[src/rtl/tnoc_vc_mux_pkg.sv]
// Shared types and helpers for the VC multiplexer: flit layout, network configuration,
// port-type selection and the round-robin grant function.
package tnoc_vc_mux_pkg;

  localparam int TNOC_DATA_W   = 16;
  localparam int TNOC_MAX_VC   = 8;
  localparam int TNOC_MAX_VC_W = 3;

  typedef struct packed {
    logic                   head;
    logic                   tail;
    logic [TNOC_DATA_W-1:0] data;
  } tnoc_flit;

  localparam int TNOC_FLIT_W = $bits(tnoc_flit);

  typedef struct packed {
    int virtual_channels;
  } tnoc_config;

  localparam tnoc_config TNOC_DEFAULT_CONFIG = '{virtual_channels: 2};

  typedef enum logic {
    TNOC_LOCAL_PORT    = 1'b0,
    TNOC_INTERNAL_PORT = 1'b1
  } tnoc_port_type;

  typedef enum logic {
    ARB_IDLE   = 1'b0,
    ARB_LOCKED = 1'b1
  } tnoc_arb_state_e;

  function automatic logic is_local_port(input tnoc_port_type port_type);
    return port_type == TNOC_LOCAL_PORT;
  endfunction

  function automatic logic is_head_flit(input tnoc_flit f);
    return f.head;
  endfunction

  function automatic logic is_tail_flit(input tnoc_flit f);
    return f.tail;
  endfunction

  // First requester at or after ptr, scanning upward and wrapping at n.
  function automatic logic [TNOC_MAX_VC-1:0] tnoc_rr_grant(
    input logic [TNOC_MAX_VC-1:0]   req,
    input logic [TNOC_MAX_VC_W-1:0] ptr,
    input int                       n
  );
    logic [TNOC_MAX_VC-1:0] grant;
    logic                   found;
    int                     idx;
    grant = '0;
    found = 1'b0;
    for (int k = 0; k < TNOC_MAX_VC; k++) begin
      idx = int'(ptr) + k;
      if (idx >= n) idx = idx - n;
      if ((k < n) && !found && req[idx[TNOC_MAX_VC_W-1:0]]) begin
        grant[idx[TNOC_MAX_VC_W-1:0]] = 1'b1;
        found = 1'b1;
      end
    end
    return grant;
  endfunction

endpackage

[src/rtl/tnoc_vc_mux_slice.sv]
// One-entry valid/ready register slice; the held entry stays stable until downstream takes it,
// and a new entry may load in the same cycle the old one leaves.
module tnoc_vc_mux_slice #(
  parameter int W = 8
) (
  input  logic         clk,
  input  logic         rst,
  input  logic         valid_i,
  output logic         ready_o,
  input  logic [W-1:0] data_i,
  output logic         valid_o,
  input  logic         ready_i,
  output logic [W-1:0] data_o
);

  logic         valid_q;
  logic         valid_d;
  logic [W-1:0] data_q;
  logic [W-1:0] data_d;

  assign ready_o = !valid_q || ready_i;
  assign valid_d = ready_o ? valid_i : valid_q;
  assign data_d  = (valid_i && ready_o) ? data_i : data_q;

  always_ff @(posedge clk or posedge rst) begin
    if (rst) begin
      valid_q <= 1'b0;
      data_q  <= '0;
    end else begin
      valid_q <= valid_d;
      data_q  <= data_d;
    end
  end

  assign valid_o = valid_q;
  assign data_o  = data_q;

endmodule

[src/rtl/tnoc_vc_mux.sv]
// Merges per-VC flit streams onto one multi-VC link: independent per-VC slices on local
// ports, packet-atomic round-robin onto a shared bus plus one slice on internal ports.
module tnoc_vc_mux
  import tnoc_vc_mux_pkg::*;
#(
  parameter tnoc_config    CONFIG    = TNOC_DEFAULT_CONFIG,
  parameter tnoc_port_type PORT_TYPE = TNOC_LOCAL_PORT,
  localparam int CHANNELS = CONFIG.virtual_channels,
  localparam int OUT_W    = is_local_port(PORT_TYPE) ? CHANNELS * TNOC_FLIT_W : TNOC_FLIT_W
) (
  input  logic                clk,
  input  logic                rst,
  input  logic [CHANNELS-1:0] flit_in_valid_i,
  output logic [CHANNELS-1:0] flit_in_ready_o,
  input  tnoc_flit            flit_in_flit_i [CHANNELS],
  output logic [CHANNELS-1:0] flit_in_vc_available_o,
  output logic [CHANNELS-1:0] flit_out_valid_o,
  input  logic [CHANNELS-1:0] flit_out_ready_i,
  output logic [OUT_W-1:0]    flit_out_flit_o,
  input  logic [CHANNELS-1:0] flit_out_vc_available_i
);

  assign flit_in_vc_available_o = flit_out_vc_available_i;

  if (is_local_port(PORT_TYPE)) begin : g_local
    for (genvar k = 0; k < CHANNELS; k++) begin : g_vc
      tnoc_vc_mux_slice #(
        .W (TNOC_FLIT_W)
      ) u_slice (
        .clk     (clk),
        .rst     (rst),
        .valid_i (flit_in_valid_i[k]),
        .ready_o (flit_in_ready_o[k]),
        .data_i  (flit_in_flit_i[k]),
        .valid_o (flit_out_valid_o[k]),
        .ready_i (flit_out_ready_i[k]),
        .data_o  (flit_out_flit_o[k*TNOC_FLIT_W +: TNOC_FLIT_W])
      );
    end
  end else begin : g_internal
    localparam int VC_W = (CHANNELS > 1) ? $clog2(CHANNELS) : 1;

    tnoc_arb_state_e     state_q;
    logic [VC_W-1:0]     ptr_q;
    logic [VC_W-1:0]     lock_vc_q;
    logic [VC_W-1:0]     gidx;
    logic [VC_W-1:0]     ptr_d;
    logic [CHANNELS-1:0] grant;
    logic                sel_valid;
    logic                can_load;
    logic                accept;
    tnoc_flit            sel_flit;
    logic                out_valid;
    logic [VC_W-1:0]     out_vc;
    tnoc_flit            out_flit;

    // While locked only the packet owner is granted, even if it is idling this cycle.
    always_comb begin
      grant = '0;
      if (state_q == ARB_LOCKED) begin
        grant[lock_vc_q] = 1'b1;
      end else begin
        grant = CHANNELS'(tnoc_rr_grant(TNOC_MAX_VC'(flit_in_valid_i),
                                        TNOC_MAX_VC_W'(ptr_q), CHANNELS));
      end
    end

    always_comb begin
      gidx = '0;
      for (int k = 0; k < CHANNELS; k++) begin
        if (grant[k]) gidx = VC_W'(k);
      end
    end

    assign sel_flit  = flit_in_flit_i[gidx];
    assign sel_valid = |(grant & flit_in_valid_i);
    assign accept    = sel_valid && can_load;
    assign ptr_d     = (gidx == VC_W'(CHANNELS - 1)) ? '0 : gidx + VC_W'(1);
    assign flit_in_ready_o = grant & {CHANNELS{can_load}};

    always_ff @(posedge clk or posedge rst) begin
      if (rst) begin
        state_q   <= ARB_IDLE;
        ptr_q     <= '0;
        lock_vc_q <= '0;
      end else begin
        case (state_q)
          ARB_IDLE: begin
            if (accept) begin
              ptr_q <= ptr_d;
              if (!is_tail_flit(sel_flit)) begin
                state_q   <= ARB_LOCKED;
                lock_vc_q <= gidx;
              end
            end
          end
          ARB_LOCKED: begin
            if (accept && is_tail_flit(sel_flit)) state_q <= ARB_IDLE;
          end
          default: state_q <= ARB_IDLE;
        endcase
      end
    end

    tnoc_vc_mux_slice #(
      .W (VC_W + TNOC_FLIT_W)
    ) u_slice (
      .clk     (clk),
      .rst     (rst),
      .valid_i (sel_valid),
      .ready_o (can_load),
      .data_i  ({gidx, sel_flit}),
      .valid_o (out_valid),
      .ready_i (flit_out_ready_i[out_vc]),
      .data_o  ({out_vc, out_flit})
    );

    always_comb begin
      flit_out_valid_o = '0;
      for (int k = 0; k < CHANNELS; k++) begin
        flit_out_valid_o[k] = out_valid && (out_vc == VC_W'(k));
      end
    end

    assign flit_out_flit_o = out_flit;
  end

endmodule
[config.mk]
export PLATFORM = sky130hd
export DESIGN_NAME = tnoc_vc_mux
export DESIGN_NICKNAME = d
export VERILOG_FILES = /design/src/rtl/tnoc_vc_mux_pkg.sv /design/src/rtl/tnoc_vc_mux_slice.sv /design/src/rtl/tnoc_vc_mux.sv
export SDC_FILE = /design/constraint.sdc
export NUM_CORES = 1
export LEC_CHECK = 0
export BUFFER_PORTS_ARGS = -buffer_cell sky130_fd_sc_hd__buf_2
export CORE_AREA = 3 3 62 64
export DETAILED_ROUTE_END_ITERATION = 16
export DIE_AREA = 0 0 65 67
export PLACE_DENSITY = 0.86
export SLEW_MARGIN = 20
export SYNTH_ARGS = -nofsm -noshare
export SYNTH_HDL_FRONTEND = slang
export SYNTH_HIERARCHICAL = 1
export SYNTH_SLANG_ARGS = --single-unit
[constraint.sdc]
create_clock -name clk -period 3.1 [get_ports clk]
set_clock_uncertainty 0.1 [all_clocks]
set_input_delay 0.62 -clock clk [delete_from_list [all_inputs] [get_ports clk]]
set_output_delay 0.62 -clock clk [all_outputs]
set_load 0.03 [all_outputs]
==> results of run 1 <==
-- final timing paths --
path	startpoint	end	slack, ns	cells after the start
setup / recovery	flit_out_ready_i[1]	flit_in_ready_o[1]	1.33	3
hold / removal	rst	g_local.g_vc[0].u_slice/data_o[7]	0.30	2
setup reg to reg	g_local.g_vc[1].u_slice/valid_o	g_local.g_vc[1].u_slice/data_o[15]	1.79	3
hold reg to reg	g_local.g_vc[1].u_slice/data_o[16]	g_local.g_vc[1].u_slice/data_o[16]	0.41	1
max in group asynchronous	rst	g_local.g_vc[1].u_slice/data_o[2]	2.16	2
min in group clk	g_local.g_vc[1].u_slice/data_o[16]	g_local.g_vc[1].u_slice/data_o[16]	0.41	1
-- logic make-up after synthesis --
kind of cell / count (synthesis) / share of synthesized area
flops: 38 / 0.6179
simple gates: 6 / 0.04065
mux: 36 / 0.3122
buf+inv: 6 / 0.02927
-- sequential cells by signal, summed over array words and instances (netlist names) --
name,cells
g_local.g_vc.u_slice/data_o,36
g_local.g_vc.u_slice/valid_o,2
-- worst max-delay path, cell delays in order --
cell	delay (ns)
buf_2	0.10
nand2b_4	0.15
buf_2	0.18
-- where the power goes --
| group | total (mW) | internal, mW | switching (mW) |
|---|---|---|---|
| Clock | 0.238 | 0.102 | 0.136 |
| Combinational | 0.386 | 0.154 | 0.231 |
| Sequential | 0.605 | 0.566 | 0.0390 |
| Total | 1.23 | 0.823 | 0.406 |
-- cell usage after synthesis --
library cell / count
dfrtp_1: 38
nand2_4: 2
mux2_2: 16
buf_4: 2
nand2b_1: 2
buf_6: 2
mux2_4: 20
inv_1: 2
nand2b_4: 2
-- routing by layer --
metal	share of wire	wire (µm)	vias to the layer above
met5	0	0	-
met4	0.014	44	0
met3	0.057	175	4
met2	0.56	1723	38
met1	0.36	1112	508
li1	-	-	462
-- metrics by stage --
step,total power [mW],std cells,util
6_report,1.229,215,0.6040
5_1_grt,1.297,215,0.6040
4_1_cts,1.248,215,0.6040
3_5_place_dp,1.005,209,0.5887
3_3_place_gp,0.9892,209,0.5887
2_1_floorplan,0.8867,86,-
-- cell type report --
| cell class | count | area share |
|---|---|---|
| sequential | 38 | 0.4718 |
| tap | 46 | 0.02855 |
| timing repair buffer | 81 | 0.2011 |
| clock buffer | 6 | 0.02545 |
| inverter | 2 | 0.003724 |
| multi-input combinational | 42 | 0.2694 |
==> key figures, run 1 <==
Floorplan
  • Chip width: between 60 and 70 µm
  • Io pins: 86
  • Row count: 21
  • Die Area: roughly 4400 µm²
  • Die Y: 67 µm
  • Core Area: approximately 3300 µm²
  • Initial Util: 0.4612

Outcome
  • Outcome: completed

Critical path
  • Worst Path Max Fanout: 3
  • Critical Path RT: 2.38 ns
  • CP startpoint kind: input pin
  • Critical path data arrival time: 1.05 ns
  • Setup Crit Path Kind: input pin to primary output
  • CP endpoint kind: primary output

STA
  • TNS Setup: 0 ns
  • Max Fclk: 564.6 MHz
  • Final Max Slew Viols: 0
  • Final worst path period need: 1.771 ns
  • Worst-margin pin slew: between 0.6 and 0.7 ns
  • Setup violations, final: 0
  • Slew Limit Headroom: 0.5432
  • Final Hold Viols: 0
  • Unrepaired setup endpoints after global routing: false
  • Hold WS: 0.2966 ns
  • Final WS setup: 1.329 ns
  • Final period utilization: 0.5713

GRT
  • Largest net degree at the start of global routing: 20
  • Antenna violations before repair: 0
  • Grt total ovfl: 0
  • Met3 GRT Util: 0.03373
  • Gr usage total: 0.1556
  • Top Usage Layer GRT: met2
  • Met2 Use GR: 0.2886
  • Met1 Use GR: 0.1645
  • First-pass GRT wire length: 5.043 mm
  • Via count of the first global-routing pass: approximately 1100

Hold path
  • Worst hold path type: input pin to asynchronous set/reset pin

Synth
  • Synth area leaders: dfrtp_1 (62%), mux2_4 (20%), mux2_2 (12%), nand2b_4 (1.8%), buf_6 (1.5%)
  • YS warnings: 6
  • Post-synthesis cell type count: 9
  • Net count after synthesis: 130
  • Cell count after synthesis: 86
  • Top cell type's share of synthesized area: 0.6179
  • Mean post-synth cell area: 17.90 µm²
  • Yosys reg bits: 38
  • Sequential area share after synthesis: 0.6179
  • Area leader, netlist: dfrtp_1
  • Mapped cell area: 1539 µm²

Clock network
  • Hold-fix buffers at CTS: 0
  • Worst-Skew Late Latency: 0.32 ns
  • Clock transition at path regs: 0.10 ns
  • Root buffer cell: clkbuf_4
  • # clock sinks: 38
  • CTS H-tree depth: 2
  • Worst-case clock buffer depth: 2
  • Post-cts repair resize count: 0
  • CTS tree: yes
  • Cts bufs inserted: 5
  • Postcts setup bufs: 0

Placed design
  • Final HPWL from detailed placement: roughly 2.5 mm
  • Dpl ws: 1.326 ns
  • GP Congestion: 0.7477
  • IO buf count: 81
  • Placed inst area: 1964 µm²

Power and ir drop
  • Pwr Density: 609.7 nW/µm²
  • Peak supply drop: 311.2 µV
  • Static leakage: about 1.1 nW

Drt
  • Vias per inst: 4.707
  • Drt first pass iters: 4
  • DRC: 0
  • Detailed Route WL: between 3 and 4 mm
  • Vias: 1012
  • DR iter-0 viols: 34
  • Routed WL per cell: 14.21 µm
  • Remaining antenna violation count after routing: 0

Layout
  • Area growth syn-to-layout: 30.98%
  • Sequential Area: 950.9 µm²
  • Design area: 2016 µm²
  • Area of the multi-input gates: 543.0 µm²
  • Diode count: 0
  • Commonest non-fill, non-tap cell in the layout: buf_2
  • Layout cells sized above 1: 0.7515
  • Final #Nets: between 200 and 250
  • Filler cells: 295
  • Most frequent cells in the layout: buf_2 (81), dfrtp_1 (38), mux2_4 (20)

Run
  • Number of max-cap violations: 0
Power figures use the tool's default switching activity.
==> run 2: changes to the inputs <==
CORE_AREA = 3 3 67 69   (was 3 3 62 64)
DIE_AREA = 0 0 70 72   (was 0 0 65 67)
PLACE_DENSITY = 0.78   (was 0.86)
clock period = 1.6 ns   (was 3.1 ns; I/O delays follow)
==> run 2 against run 1 <==
Core utilization fell by 7.9 points. Combinational power grew 96%. Routed wire length grew 5.7%. Count of clock-buffer cells in the layout rose by 1.
==> key figures, run 2 (synthesized netlist as in run 1, its figures left out) <==
Power and ir drop
  • Pwr Density: 1236 nW/µm² (+100%)
  • Peak supply drop: 375.1 µV (+21%)
  • Static leakage: 1.107 nW (+3.0%)
  • Internal power: 1.749 mW (+110%)
  • Sw Share: 0.3215 (-0.009136)
  • Flop pwr share: 0.454 (-0.038)
  • Switching power: 829.0 µW (+100%)
  • Combinational share of power: 0.294 (-0.020)
  • Power share of the clock group: 0.252 (+0.058)

Critical path
  • Critical path data arrival time: 0.97 ns (-0.08 ns)
  • CP startpoint kind: flop
  • R2r startpoint: g_local.g_vc[1].u_slice/valid_o
  • Worst Reg-to-Reg Cells: 3 (unchanged)
  • Critical Path RT: 1.18 ns (-1.20 ns)
  • Critical Path Start: g_local.g_vc[0].u_slice/valid_o
  • Setup Crit Path Kind: flop to primary output
  • CP endpoint kind: primary output
  • Worst Path Max Fanout: 3 (unchanged)

Drt
  • Detailed Route WL: 3.230 mm (+5.7%)
  • Vias: 986 (-2.6%)
  • DRC: 0 (unchanged)
  • Vias per inst: 4.402 (-6.5%)
  • Drt first pass iters: 3 (-1)
  • Routed WL per cell: 14.42 µm (+1.4%)
  • DR iter-0 viols: 47 (+38%)
  • Remaining antenna violation count after routing: 0 (unchanged)

Layout
  • Max reg flops: 36 (unchanged)
  • Area growth syn-to-layout: 35.53%
  • Final #Nets: 217 (+1.4%)
  • Sequential Area: 950.9 µm² (unchanged)
  • Commonest non-fill, non-tap cell in the layout: buf_2
  • Area of the multi-input gates: 543.0 µm² (unchanged)
  • Most frequent cells in the layout: buf_2 (81), dfrtp_1 (38), mux2_4 (20)
  • Filler-free cell count of the finished design: 224 (+4.2%)
  • Diode count: 0 (unchanged)
  • Layout cells sized above 1: 0.7471 (-0.004353)
  • Filler cells: 354 (+20%)

GRT
  • Gr usage total: 0.1306 (-0.02494)
  • Via count of the first global-routing pass: 1100 (+0.64%)
  • Largest net degree at the start of global routing: 20 (unchanged)
  • First-pass GRT wire length: 5.237 mm (+3.8%)
  • Grt total ovfl: 0 (unchanged)
  • Antenna violations before repair: 0 (unchanged)

Placed design
  • IO buf count: 81 (unchanged)
  • GP Congestion: 0.7301 (-2.4%)
  • Inst Count DP: 215 (+2.9%)
  • Final HPWL from detailed placement: 2.560 mm (+3.1%)

Clock network
  • Worst-case clock buffer depth: 2 (unchanged)
  • CTS H-tree depth: 2 (unchanged)
  • CTS tree: yes
  • Root buffer cell: clkbuf_8
  • Cts bufs inserted: 5 (unchanged)
  • Clock transition at path regs: 0.07 ns (-0.03 ns)
  • Worst-Skew Late Latency: 0.27 ns (-0.05 ns)
  • # clock sinks: 38 (unchanged)
  • Postcts setup bufs: 0 (unchanged)

Floorplan
  • Die Y: 72 µm (+7.5%)
  • Die Area: 5040 µm² (+16%)
  • Core Area: 3971 µm² (+19%)
  • Initial Util: 0.3875 (-0.07367)
  • Chip width: 70 µm (+7.7%)
  • Row count: 23 (+9.5%)
  • Io pins: 86 (unchanged)

Hold path
  • WHS Path Cells: 2
  • Worst hold path type: input pin to flop
  • Hold_sp: flit_in_flit_i[12]

STA
  • Worst-margin pin slew: 0.3077 ns (-0.3768 ns)
  • Setup violations, final: 0 (unchanged)
  • Final Max Slew Viols: 0 (unchanged)
  • Final period utilization: 0.8690
  • Max Fclk: 719.2 MHz
  • Unrepaired setup endpoints after global routing: false
  • Hold WS: 0.1711 ns (-0.1255 ns)
  • Slew Limit Headroom: 0.7947 (+0.2515)
  • Final Hold Viols: 0 (unchanged)
  • TNS Setup: 0 ns (unchanged)
  • Final worst path period need: 1.390 ns

Run
  • Number of max-cap violations: 0 (unchanged)

Outcome
  • Outcome: completed
[run 2: cell types whose count changed in the layout (fill, tap and decap cells not counted)]
cell,previous run,this run
clkinv_2,0,1
clkbuf_1,0,1
clkbuf_4,5,0
buf_4,0,2
dlygate4sd3_1,0,1
clkbuf_8,1,6
[run 2: path summary, 6_finish.rpt]
| check | end | slack, ns |
|---|---|---|
| worst max-delay path | flit_in_ready_o[0] | 0.21 |
| min in group asynchronous | g_local.g_vc[1].u_slice/data_o[16] | 0.51 |
| worst min-delay path | g_local.g_vc[1].u_slice/data_o[12] | 0.17 |
| worst max register to register | g_local.g_vc[1].u_slice/data_o[1] | 0.29 |
| max in group asynchronous | g_local.g_vc[0].u_slice/data_o[11] | 0.70 |
| worst min register to register | g_local.g_vc[0].u_slice/data_o[11] | 0.40 |
[run 2: layer usage]
metal  track usage  share of wire  vias to the layer above  wire length [µm]
li1              -              -                      462                 -
met2        0.2308           0.55                       33              1787
met3       0.03878          0.054                        6               174
met4       0.04681          0.018                        0                57
met5             0              0                        -                 0
met1        0.1513           0.37                      485              1211
[run 2: area by class of cell]
type,count,area share
Multi-Input combinational cell,42,0.2603
Clock inverter,1,0.002400
Sequential cell,38,0.4559
Timing Repair Buffer,84,0.2064
Inverter,2,0.003599
Clock buffer,7,0.04139
Tap cell,50,0.02999
[run 2: what timing repair did]
item                                   4_1_cts  5_1_grt
endpoints found under the hold margin       38        0
resized for setup                            0        0
hold buffers                                 1        0
[run 2: metrics by stage]
step | utilization | power, mW | area (µm²) | worst slack, ns
after floorplan | - | 1.718 | 1539 | 0.06315
after global placement | 0.4997 | 1.933 | 1984 | 0.2011
after detailed placement | 0.4997 | 1.953 | 1984 | 0.1712
after CTS | 0.5252 | 2.613 | 2086 | 0.1893
after global routing | 0.5252 | 2.708 | 2086 | 0.1591
final | 0.5252 | 2.578 | 2086 | 0.2095
[run 2: critical path: stages (launching register included)]
cell and delay [ns]:
dfrtp_1 0.41, nand2b_4 0.09, buf_2 0.20
[run 2: power groups by stage]
| stage | clock [mW] | combinational [mW] | sequential (mW) |
|---|---|---|---|
| after floorplan | 0 | 0.253 | 1.47 |
| after global placement | 0 | 0.752 | 1.18 |
| after detailed placement | 0 | 0.765 | 1.19 |
| after CTS | 0.673 | 0.769 | 1.17 |
| after global routing | 0.719 | 0.800 | 1.19 |
| final | 0.650 | 0.758 | 1.17 |
